File: config.mk
export PLATFORM = sky130hd
export DESIGN_NAME = ctrl_pipe_unit
export DESIGN_NICKNAME = d
export VERILOG_FILES = /design/src/rtl/ctrl_pkg.sv /design/src/rtl/ctrl_decode.sv /design/src/rtl/ctrl_pipe_unit.sv
export SDC_FILE = /design/constraint.sdc
export NUM_CORES = 1
export LEC_CHECK = 0
export CAP_MARGIN = 20
export CORE_AREA = 4 4 63 65
export DETAILED_ROUTE_END_ITERATION = 10
export DIE_AREA = 0 0 67 69
export MAX_ROUTING_LAYER = met4
export PLACE_DENSITY = 0.74
export SYNTH_ARGS = -nofsm -noshare
export SYNTH_HDL_FRONTEND = slang
export SYNTH_SLANG_ARGS = --single-unit
File: constraint.sdc
create_clock -name clk -period 1.8 [get_ports clk]
set_input_delay 0.36 -clock clk [delete_from_list [all_inputs] [get_ports clk]]
set_output_delay 0.36 -clock clk [all_outputs]
set_load 0.005 [all_outputs]
File: src/rtl/ctrl_pkg.sv
// Shared opcode/function encodings, ALU codes, FSM states and the control bundle
// type for the registered control decoder.
package ctrl_pkg;

    localparam logic [5:0] OP_RTYPE = 6'b000000;
    localparam logic [5:0] OP_BGEZ  = 6'b000001;
    localparam logic [5:0] OP_J     = 6'b000010;
    localparam logic [5:0] OP_JAL   = 6'b000011;
    localparam logic [5:0] OP_BEQ   = 6'b000100;
    localparam logic [5:0] OP_BNE   = 6'b000101;
    localparam logic [5:0] OP_BLEZ  = 6'b000110;
    localparam logic [5:0] OP_BGTZ  = 6'b000111;
    localparam logic [5:0] OP_ADDI  = 6'b001000;
    localparam logic [5:0] OP_ADDIU = 6'b001001;
    localparam logic [5:0] OP_SLTI  = 6'b001010;
    localparam logic [5:0] OP_ANDI  = 6'b001100;
    localparam logic [5:0] OP_ORI   = 6'b001101;
    localparam logic [5:0] OP_XORI  = 6'b001110;
    localparam logic [5:0] OP_LUI   = 6'b001111;
    localparam logic [5:0] OP_LB    = 6'b100000;
    localparam logic [5:0] OP_LW    = 6'b100011;
    localparam logic [5:0] OP_SB    = 6'b101000;
    localparam logic [5:0] OP_SW    = 6'b101011;

    localparam logic [5:0] FN_SLL     = 6'b000000;
    localparam logic [5:0] FN_SRL     = 6'b000010;
    localparam logic [5:0] FN_SRA     = 6'b000011;
    localparam logic [5:0] FN_SYSCALL = 6'b001100;
    localparam logic [5:0] FN_MULT    = 6'b011000;
    localparam logic [5:0] FN_DIV     = 6'b011010;
    localparam logic [5:0] FN_ADD     = 6'b100000;
    localparam logic [5:0] FN_ADDU    = 6'b100001;
    localparam logic [5:0] FN_SUB     = 6'b100010;
    localparam logic [5:0] FN_SUBU    = 6'b100011;
    localparam logic [5:0] FN_AND     = 6'b100100;
    localparam logic [5:0] FN_OR      = 6'b100101;
    localparam logic [5:0] FN_XOR     = 6'b100110;
    localparam logic [5:0] FN_NOR     = 6'b100111;
    localparam logic [5:0] FN_SLT     = 6'b101010;
    localparam logic [5:0] FN_SLTU    = 6'b101011;

    localparam logic [5:0] ALU_ADD  = 6'b100000;
    localparam logic [5:0] ALU_ADDU = 6'b100001;
    localparam logic [5:0] ALU_AND  = 6'b100100;
    localparam logic [5:0] ALU_OR   = 6'b100101;
    localparam logic [5:0] ALU_XOR  = 6'b100110;
    localparam logic [5:0] ALU_SLT  = 6'b101010;
    localparam logic [5:0] ALU_LUI  = 6'b111101;
    localparam logic [5:0] ALU_BEQ  = 6'b111000;
    localparam logic [5:0] ALU_BNE  = 6'b111001;
    localparam logic [5:0] ALU_BLEZ = 6'b111010;
    localparam logic [5:0] ALU_BGTZ = 6'b111011;
    localparam logic [5:0] ALU_BGEZ = 6'b111100;

    typedef enum logic [1:0] {
        ST_RUN         = 2'd0,
        ST_MULDIV_WAIT = 2'd1,
        ST_DRAIN       = 2'd2,
        ST_HALTED      = 2'd3
    } state_e;

    typedef struct packed {
        logic       reg_dst;
        logic       jump;
        logic       branch;
        logic       mem_write_en;
        logic       mem_to_reg;
        logic       alu_src;
        logic       reg_write;
        logic [5:0] alu_op;
        logic       link;
        logic       mem_byte;
        logic       illegal;
    } ctrl_bundle_t;

    function automatic logic rfunc_legal(input logic [5:0] fn);
        case (fn)
            FN_SLL, FN_SRL, FN_SRA, FN_SYSCALL, FN_MULT, FN_DIV,
            FN_ADD, FN_ADDU, FN_SUB, FN_SUBU, FN_AND, FN_OR,
            FN_XOR, FN_NOR, FN_SLT, FN_SLTU: rfunc_legal = 1'b1;
            default:                         rfunc_legal = 1'b0;
        endcase
    endfunction

endpackage

File: src/rtl/ctrl_decode.sv
// Combinational opcode/func decode into a control bundle, plus flags that
// steer the MULT/DIV stall and SYSCALL drain sequences.
module ctrl_decode
    import ctrl_pkg::*;
#(
    parameter bit ENABLE_MULDIV = 1'b1
) (
    input  logic [5:0]   inst_i,
    input  logic [5:0]   func_i,
    output ctrl_bundle_t ctrl_o,
    output logic         is_muldiv_o,
    output logic         is_syscall_o
);

    logic md_fn;
    assign md_fn = (func_i == FN_MULT) || (func_i == FN_DIV);

    always_comb begin
        ctrl_o       = '0;
        is_muldiv_o  = 1'b0;
        is_syscall_o = 1'b0;
        case (inst_i)
            OP_RTYPE: begin
                if (!rfunc_legal(func_i) || (md_fn && !ENABLE_MULDIV)) begin
                    ctrl_o.illegal = 1'b1;
                end else begin
                    ctrl_o.reg_dst   = 1'b1;
                    ctrl_o.reg_write = 1'b1;
                    ctrl_o.alu_op    = func_i;
                    if (func_i == FN_SYSCALL) begin
                        ctrl_o.reg_write = 1'b0;
                        ctrl_o.alu_op    = '0;
                        is_syscall_o     = 1'b1;
                    end else if (md_fn) begin
                        ctrl_o.reg_write = 1'b0;
                        is_muldiv_o      = 1'b1;
                    end
                end
            end
            OP_J: begin
                ctrl_o.jump   = 1'b1;
                ctrl_o.alu_op = ALU_ADD;
            end
            OP_JAL: begin
                ctrl_o.jump      = 1'b1;
                ctrl_o.link      = 1'b1;
                ctrl_o.reg_write = 1'b1;
                ctrl_o.alu_op    = ALU_ADD;
            end
            OP_ADDI, OP_ADDIU, OP_SLTI, OP_ANDI, OP_ORI, OP_XORI, OP_LUI: begin
                ctrl_o.reg_write = 1'b1;
                ctrl_o.alu_src   = 1'b1;
                case (inst_i)
                    OP_ADDI:  ctrl_o.alu_op = ALU_ADD;
                    OP_ADDIU: ctrl_o.alu_op = ALU_ADDU;
                    OP_SLTI:  ctrl_o.alu_op = ALU_SLT;
                    OP_ANDI:  ctrl_o.alu_op = ALU_AND;
                    OP_ORI:   ctrl_o.alu_op = ALU_OR;
                    OP_XORI:  ctrl_o.alu_op = ALU_XOR;
                    default:  ctrl_o.alu_op = ALU_LUI;
                endcase
            end
            OP_BEQ:  begin ctrl_o.branch = 1'b1; ctrl_o.alu_op = ALU_BEQ;  end
            OP_BNE:  begin ctrl_o.branch = 1'b1; ctrl_o.alu_op = ALU_BNE;  end
            OP_BLEZ: begin ctrl_o.branch = 1'b1; ctrl_o.alu_op = ALU_BLEZ; end
            OP_BGTZ: begin ctrl_o.branch = 1'b1; ctrl_o.alu_op = ALU_BGTZ; end
            OP_BGEZ: begin ctrl_o.branch = 1'b1; ctrl_o.alu_op = ALU_BGEZ; end
            OP_LW, OP_LB: begin
                ctrl_o.reg_write  = 1'b1;
                ctrl_o.alu_src    = 1'b1;
                ctrl_o.mem_to_reg = 1'b1;
                ctrl_o.alu_op     = ALU_ADD;
                ctrl_o.mem_byte   = (inst_i == OP_LB);
            end
            OP_SW, OP_SB: begin
                ctrl_o.mem_write_en = 1'b1;
                ctrl_o.alu_src      = 1'b1;
                ctrl_o.alu_op       = ALU_ADD;
                ctrl_o.mem_byte     = (inst_i == OP_SB);
            end
            default: ctrl_o.illegal = 1'b1;
        endcase
    end

endmodule

File: src/rtl/ctrl_pipe_unit.sv
// Registered, valid/ready control decoder between IF/ID and EX with MULT/DIV
// stall, SYSCALL drain-then-halt and illegal-instruction flagging.
module ctrl_pipe_unit
    import ctrl_pkg::*;
#(
    parameter int unsigned DRAIN_CYCLES  = 4,
    parameter bit          ENABLE_MULDIV = 1'b1,
    parameter int unsigned MULDIV_LAT    = 8
) (
    input  logic       clk,
    input  logic       rst,
    input  logic       in_valid,
    output logic       in_ready,
    input  logic [5:0] inst,
    input  logic [5:0] func,
    input  logic       flush,
    output logic       out_valid,
    input  logic       out_ready,
    output logic       reg_dst,
    output logic       jump,
    output logic       branch,
    output logic       mem_write_en,
    output logic       mem_to_reg,
    output logic       alu_src,
    output logic       reg_write,
    output logic [5:0] alu_op,
    output logic       link,
    output logic       mem_byte,
    output logic       illegal,
    output logic       halted,
    output logic       busy
);

    localparam int unsigned CNT_MAX = (MULDIV_LAT > DRAIN_CYCLES + 1) ? MULDIV_LAT - 1 : DRAIN_CYCLES;
    localparam int unsigned CNT_W   = (CNT_MAX < 1) ? 1 : $clog2(CNT_MAX + 1);
    localparam logic [CNT_W-1:0] MD_LOAD = CNT_W'(MULDIV_LAT - 1);
    localparam logic [CNT_W-1:0] DR_LOAD = CNT_W'(DRAIN_CYCLES);
    localparam logic [CNT_W-1:0] CNT_ONE = CNT_W'(1);

    state_e           state_q, state_d;
    logic [CNT_W-1:0] cnt_q, cnt_d;
    logic             out_valid_q, out_valid_d;
    ctrl_bundle_t     bundle_q, bundle_d;
    ctrl_bundle_t     dec;
    logic             dec_muldiv, dec_syscall;
    logic             accept;

    ctrl_decode #(.ENABLE_MULDIV(ENABLE_MULDIV)) u_decode (
        .inst_i       (inst),
        .func_i       (func),
        .ctrl_o       (dec),
        .is_muldiv_o  (dec_muldiv),
        .is_syscall_o (dec_syscall)
    );

    assign accept = in_valid && in_ready;

    always_ff @(posedge clk) begin
        if (rst) begin
            state_q <= ST_RUN;
            cnt_q   <= '0;
        end else begin
            state_q <= state_d;
            cnt_q   <= cnt_d;
        end
    end

    // Leaving a wait state on the edge where the counter steps 1->0 keeps the
    // next accept exactly MULDIV_LAT (or DRAIN_CYCLES) edges after the trigger.
    always_comb begin
        state_d = state_q;
        cnt_d   = cnt_q;
        case (state_q)
            ST_RUN: begin
                if (accept && dec_muldiv && (MULDIV_LAT > 1)) begin
                    state_d = ST_MULDIV_WAIT;
                    cnt_d   = MD_LOAD;
                end else if (accept && dec_syscall) begin
                    if (DRAIN_CYCLES == 0) begin
                        state_d = ST_HALTED;
                    end else begin
                        state_d = ST_DRAIN;
                        cnt_d   = DR_LOAD;
                    end
                end
            end
            ST_MULDIV_WAIT: begin
                if (flush || (cnt_q <= CNT_ONE)) begin
                    state_d = ST_RUN;
                    cnt_d   = '0;
                end else begin
                    cnt_d = cnt_q - CNT_ONE;
                end
            end
            ST_DRAIN: begin
                if (cnt_q <= CNT_ONE) begin
                    state_d = ST_HALTED;
                    cnt_d   = '0;
                end else begin
                    cnt_d = cnt_q - CNT_ONE;
                end
            end
            ST_HALTED: state_d = ST_HALTED;
            default:   state_d = ST_RUN;
        endcase
    end

    always_comb begin
        in_ready = (state_q == ST_RUN) && !flush && (!out_valid_q || out_ready);
        busy     = (state_q != ST_RUN);
        halted   = (state_q == ST_HALTED);
    end

    always_comb begin
        out_valid_d = out_valid_q;
        bundle_d    = bundle_q;
        if (accept) begin
            out_valid_d = 1'b1;
            bundle_d    = dec;
        end else if (out_ready || flush) begin
            out_valid_d = 1'b0;
        end
    end

    always_ff @(posedge clk) begin
        if (rst) begin
            out_valid_q <= 1'b0;
            bundle_q    <= '0;
        end else begin
            out_valid_q <= out_valid_d;
            bundle_q    <= bundle_d;
        end
    end

    assign out_valid    = out_valid_q;
    assign reg_dst      = bundle_q.reg_dst;
    assign jump         = bundle_q.jump;
    assign branch       = bundle_q.branch;
    assign mem_write_en = bundle_q.mem_write_en;
    assign mem_to_reg   = bundle_q.mem_to_reg;
    assign alu_src      = bundle_q.alu_src;
    assign reg_write    = bundle_q.reg_write;
    assign alu_op       = bundle_q.alu_op;
    assign link         = bundle_q.link;
    assign mem_byte     = bundle_q.mem_byte;
    assign illegal      = bundle_q.illegal;

endmodule

==> results.txt, run 1 <==
class of the worst hold path: flop to flop
Root Driver: clkbuf_4
Max Freq: 0.5308 GHz
Layout area overhead: 67.77%
final setup fails: 3
Worst Setup EP: cnt_q[2]
Reg-to-Reg Start: state_q[0]
main combinational cell family by area after synthesis: simple AND/OR/NAND/NOR gates
failing checks: setup timing
row count: 21
WL final: 4.434 mm
GRT Total Usage: 20.26%
Core ar.: 0.003337 mm²
area share of xor/xnor cells in the synthesized design: 0%
Synth Instances: 184
Worst Path Required: 2.03 ns
Final Instance Count excl. Fillers: 316
CP delay by family, top: compound AO/OA/AOI/OAI gates
CP max-delay cell: or4_4
ant diodes: 0
transition time at the pin with the least slew margin: 0.4134 ns
maxcap violations: 0
number of global-route vias before repair: 1645
synth unique cells: 51
Worst Setup End Kind: flop
Post-Syn Area: 0.001468 mm²
clock skew: 0.001301 ns
CP Class: flop to flop
Multi-input gate area: 0.001080 mm²
reg2reg setup slack: -0.08 ns
DIE AREA: 0.004623 mm²
power per cell area: 479.9 mW/mm²
# IOs: 37
grt total ovfl: 0
Final Power: 1182 µW
Ys Warns: 0
max reg flops: 6
final hold vios: 0
vias post-DR: 1679
Filler cells: 277
Async SR Flop Fraction: 0%
Starting DRT DRC Count: 60
hold bufs inserted after CTS: 0
DR WL/cell: 14.03 µm
Final WS setup: -0.08402 ns
Crit path buffers/inverters: 1
H-tree depth reported by CTS: 1
flop and latch count out of synthesis: 22
CTS Buf Count: 3
Clock Latency Late Sink: 0.32 ns
Post-layout nets: 295
placer congestion estimate: 0.8672
Syn Area/Cell: 7.976 µm²
Final Max Tran Viols: 0
RSZ-0062 raised after global routing: yes
Synth Area in Simple Gates: 29.07%
Die X: 67 µm
Synth Area in Adders: 5.968%
cells along the critical path: buf_6 > ha_4 > or4_4 > o32a_4 > o21ai_1 > a21oi_2
Main synth FF type: dfxtp_1
Synth area leader: dfxtp_1
layout cell share with drive strength beyond 1: 33.70%
PortBufs: 36
R2R depth: 6
post-synthesis compound-gate area fraction: 26.60%
Worst EP arrival: 2.12 ns
register area: 442.9 µm²
CTS Sinks: 22
Crit path largest cell delay: 0.54 ns
crit path launch type: flop
number of vias per cell: 5.313
CTS clk-pin slew, worst paths: 0.13 ns
Final min period: 1.884 ns
initial core utilization: 43.98%
maximum vdd ir drop: 0.2833 mV
Synth top cells by count: dfxtp_1, nor2_1, a21oi_1
TritonCTS clock tree: built
Final period util: 104.7%
post-synth top area share: 30.01%
Initial DRT Pass Iterations: 4
Crit. path cell count: 6
Post-synth EDFFs: 0
post-synthesis mux area share: 2.813%
CP startpoint: state_q[0]
Antenna Violating Nets Remaining: 0
Post-DP HPWL: 3.295 mm
CP Max Fanout: 6
Cells after DPL: 310
status: finished with violations
global-route wire length before repair: 7.279 mm
DRC Markers: 0
LEAKAGE: 0.001009 µW
top cells by area, synth: dfxtp_1, ha_1, nor2_1
reg-to-reg endpoint: cnt_q[2]
Max transition margin: 71.73%
initial antenna violation count: 0
DP Worst Slack: -0.4616 ns
Post-Syn Nets: 208
die height: 69 µm
largest net degree at the start of global routing: 19
Clock Tree Buf Depth: 2
Setup TNS: -0.1290 ns
register area share after synthesis: 30.01%
-- tightest hold or removal path, delay by kind of cell, from the launching register on --
family / cells / cell delay, ns
and+or+nand+nor: 1 / 0.05
DFF: 1 / 0.33
AOI/OAI and AO/OA: 1 / 0.05
-- stage by stage --
stage          cell area [µm²]  utilization [%]  hold slack, ns
2_1_floorplan             1470                -          0.4439
3_3_place_gp              2250            67.42          0.4392
3_5_place_dp              2250            67.42          0.4434
4_1_cts                   2411            72.25          0.4637
5_1_grt                   2462            73.79          0.4790
6_report                  2462            73.79          0.4590
-- area by class of cell --
| type | count | area share, % |
|---|---|---|
| clock buffer | 3 | 0.9146 |
| multi-input combinational | 142 | 43.85 |
| inverter | 10 | 1.524 |
| sequential | 22 | 17.99 |
| timing repair buffer | 92 | 32.16 |
| tap | 46 | 2.337 |
| clock inverter | 1 | 1.220 |
-- worst min-delay path by stage --
| stage | cells past startpoint | endpoint | from | slack (ns) |
|---|---|---|---|---|
| 5_1_grt | 2 | alu_op[1] | alu_op[1] | 0.48 |
| 4_1_cts | 2 | alu_op[0] | alu_op[0] | 0.46 |
| 3_3_place_gp | 2 | alu_op[2] | alu_op[2] | 0.44 |
| 3_5_place_dp | 2 | alu_op[2] | alu_op[2] | 0.44 |
| 2_1_floorplan | 2 | alu_op[0] | alu_op[0] | 0.44 |
| 6_report | 2 | alu_op[0] | alu_op[0] | 0.46 |
-- logic make-up after synthesis --
family | Yosys count
compound gates | 54
fa+ha+maj | 7
buf+inv | 20
flops | 22
mux | 4
simple gates | 77
-- placed cells by master, fill, tap and decap left out, drive strengths merged, types with 3 or more instances in the layout --
cell type	netlist	layout
clkdlybuf4s50	0	27
nor2b	3	3
nor4	3	3
a211oi	3	3
nor3b	4	4
buf	6	56
nand3	3	3
nor3	9	9
nor2	23	23
a21o	3	3
ha	7	7
dlygate4sd2	0	5
nand2b	9	9
mux2i	3	3
o21ai	11	11
nand2	7	7
or3b	4	4
a211o	3	3
dfxtp	22	22
a22oi	4	4
clkbuf	4	3
a31oi	3	3
inv	10	10
a21oi	10	10
-- power breakdown --
group | internal [µW] | total, µW | switching, µW | leakage [µW]
sequential | 496 | 502 | 5.39 | 0.000179
clock | 226 | 395 | 169 | 0.0000279
combinational | 155 | 286 | 131 | 0.000802
total | 876 | 1180 | 305 | 0.00101
-- timing repair --
action,CTS,global route
gates resized for setup,30,10
endpoints found under the setup margin,18,19
buffers inserted,2,0
pin swaps,6,2
cloned,0,0
-- per-layer routing --
layer	share of wire, %	routed length, µm	GRT usage, %
met5	0	0	-
met4	1.9	85	6.757
met3	4.0	176	3.734
met2	51	2250	33.84
met1	43	1922	23.98
No activity file was read; power rests on OpenSTA's default activity.
==> run 2, diff against run 1 <==
--- a/config.mk
+++ b/config.mk
@@ -6,11 +6,11 @@
 export NUM_CORES = 1
 export LEC_CHECK = 0
 export CAP_MARGIN = 20
-export CORE_AREA = 4 4 63 65
+export CORE_AREA = 4 4 75 77
+export CTS_BUF_LIST = sky130_fd_sc_hd__clkbuf_8 sky130_fd_sc_hd__clkbuf_16
 export DETAILED_ROUTE_END_ITERATION = 10
-export DIE_AREA = 0 0 67 69
+export DIE_AREA = 0 0 79 81
 export MAX_ROUTING_LAYER = met4
-export PLACE_DENSITY = 0.74
 export SYNTH_ARGS = -nofsm -noshare
 export SYNTH_HDL_FRONTEND = slang
 export SYNTH_SLANG_ARGS = --single-unit
==> run 2 against run 1 <==
The flow still finishes with violations (setup timing). First-iteration DRC count increased by 43%. Final cell count increased by 7.9%. Core utilization decreased by 24 points. Non-clock buffer count increased by 1. Register-to-register slack improved by 0.03 ns. Critical endpoint unchanged.
==> results.txt, run 2 (synthesized netlist as in run 1, its figures left out) <==
maxcap violations: 0
Antenna Violating Nets Remaining: 0
ant diodes: 0
placer congestion estimate: 0.8400
TritonCTS clock tree: built
Final period util: 102.8%
Final Max Tran Viols: 0
failing checks: setup timing
DRC Markers: 0
CP Class: flop to flop
WL final: 4.561 mm
GRT met1 Usage: 17.93%
Initial DRT Pass Iterations: 4
H-tree depth reported by CTS: 1
LEAKAGE: 0.001021 µW
max reg flops: 6
Clock Tree Buf Depth: 2
vias post-DR: 1658
Layout area overhead: 71.01%
initial core utilization: 29.30%
Die X: 79 µm
Worst Path Required: 2.00 ns
# IOs: 37
Worst Setup End Kind: flop
Filler cells: 516
DP Area: 0.002257 mm²
GRT Total Usage: 15.40%
Starting DRT DRC Count: 86
transition time at the pin with the least slew margin: 0.3798 ns
Final Instance Count excl. Fillers: 341
CP Max Fanout: 6
Clock Latency Late Sink: 0.26 ns
hold bufs inserted after CTS: 0
CTS Buf Count: 3
crit path launch type: flop
CTS clk-pin slew, worst paths: 0.08 ns
RSZ-0062 raised after global routing: yes
class of the worst hold path: flop to flop
number of global-route vias before repair: 1685
Final min period: 1.850 ns
number of vias per cell: 4.862
status: finished with violations
DR WL/cell: 13.38 µm
PortBufs: 36
Post-layout nets: 296
Core ar.: 0.005010 mm²
maximum vdd ir drop: 0.2917 mV
Worst EP arrival: 2.05 ns
DP Worst Slack: -0.4761 ns
row count: 26
DIE AREA: 0.006399 mm²
initial antenna violation count: 0
global-route wire length before repair: 7.755 mm
Max Freq: 0.5406 GHz
power per cell area: 495.2 mW/mm²
Cells after DPL: 331
GR peak layer: met2
met2 usage: 28.03%
Max transition margin: 74.62%
met3 Use GR: 3.104%
Final WS setup: -0.04990 ns
clock skew: 0.002839 ns
layout cell share with drive strength beyond 1: 36.53%
Hold WS: 0.4513 ns
Root Driver: clkbuf_8
grt total ovfl: 0
Post-Layout Inst Area: 0.002510 mm²
largest net degree at the start of global routing: 21
Post-DP HPWL: 3.425 mm
die height: 81 µm
commonest non-fill, non-tap cell in the layout: buf_4
CTS Sinks: 22
most frequent cells in the layout: buf_4, clkdlybuf4s50_1, nor2_1
final hold vios: 0
final setup fails: 4
[run 2: cell count changes in the layout (fill, tap and decap cells not counted), sizes merged]
cell / before / now
dlygate4sd2: 5 / 8
clkdlybuf4s15: 2 / 1
clkdlybuf4s50: 27 / 23
buf: 56 / 58
dlymetal6s2s: 2 / 3
[run 2: worst paths after layout]
check	depth (start not counted)	from	slack, ns	end
setup / recovery	7	state_q[0]	-0.05	cnt_q[2]
setup reg to reg	7	state_q[0]	-0.05	cnt_q[2]
hold / removal	2	alu_op[0]	0.45	alu_op[0]
hold reg to reg	2	alu_op[0]	0.45	alu_op[0]
[run 2: routing by layer]
| metal | part of all wire (%) | vias up |
|---|---|---|
| li1 | - | 850 |
| met1 | 45 | 767 |
| met2 | 50 | 37 |
| met3 | 4.8 | 4 |
| met4 | 0.64 | 0 |
| met5 | 0 | - |
[run 2: area by class of cell]
class / count / area, µm² / area share (%)
Sequential cell: 22 / 445.4 / 17.75
Clock inverter: 1 / 30.03 / 1.196
Multi-Input combinational cell: 142 / 1085 / 43.22
Inverter: 10 / 40.04 / 1.595
Clock buffer: 3 / 41.29 / 1.645
Tap cell: 70 / 87.58 / 3.490
Timing Repair Buffer: 93 / 780.7 / 31.11
[run 2: timing repair]
item | CTS | global route
endpoints found under the setup margin | 21 | 18
pin swaps | 13 | 3
hold endpoints to repair | 0 | 0
gates resized for setup | 35 | 16
setup buffers | 5 | 1
[run 2: power by group]
group | internal (µW) | leakage [µW] | switching (µW)
Sequential | 494 | 0.000179 | 6.15
Clock | 297 | 0.0000357 | 167
Combinational | 149 | 0.000806 | 129
[run 2: critical path: stages (launching register included)]
cell and delay (ns):
dfxtp_4 0.37, inv_4 0.06, ha_4 0.14, nand2b_4 0.06
or4_4 0.49, o32a_4 0.38, a21o_1 0.18, a21oi_2 0.10
[run 2: stage by stage]
step	setup TNS (ns)	total power [µW]	util [%]
floorplan	0	619.9	-
global placement	-7.487	773.4	45.05
detailed placement	-7.835	774.7	45.05
CTS	-0.1567	1253	48.98
global route	-0.4617	1307	50.10
finish	-0.08680	1243	50.10
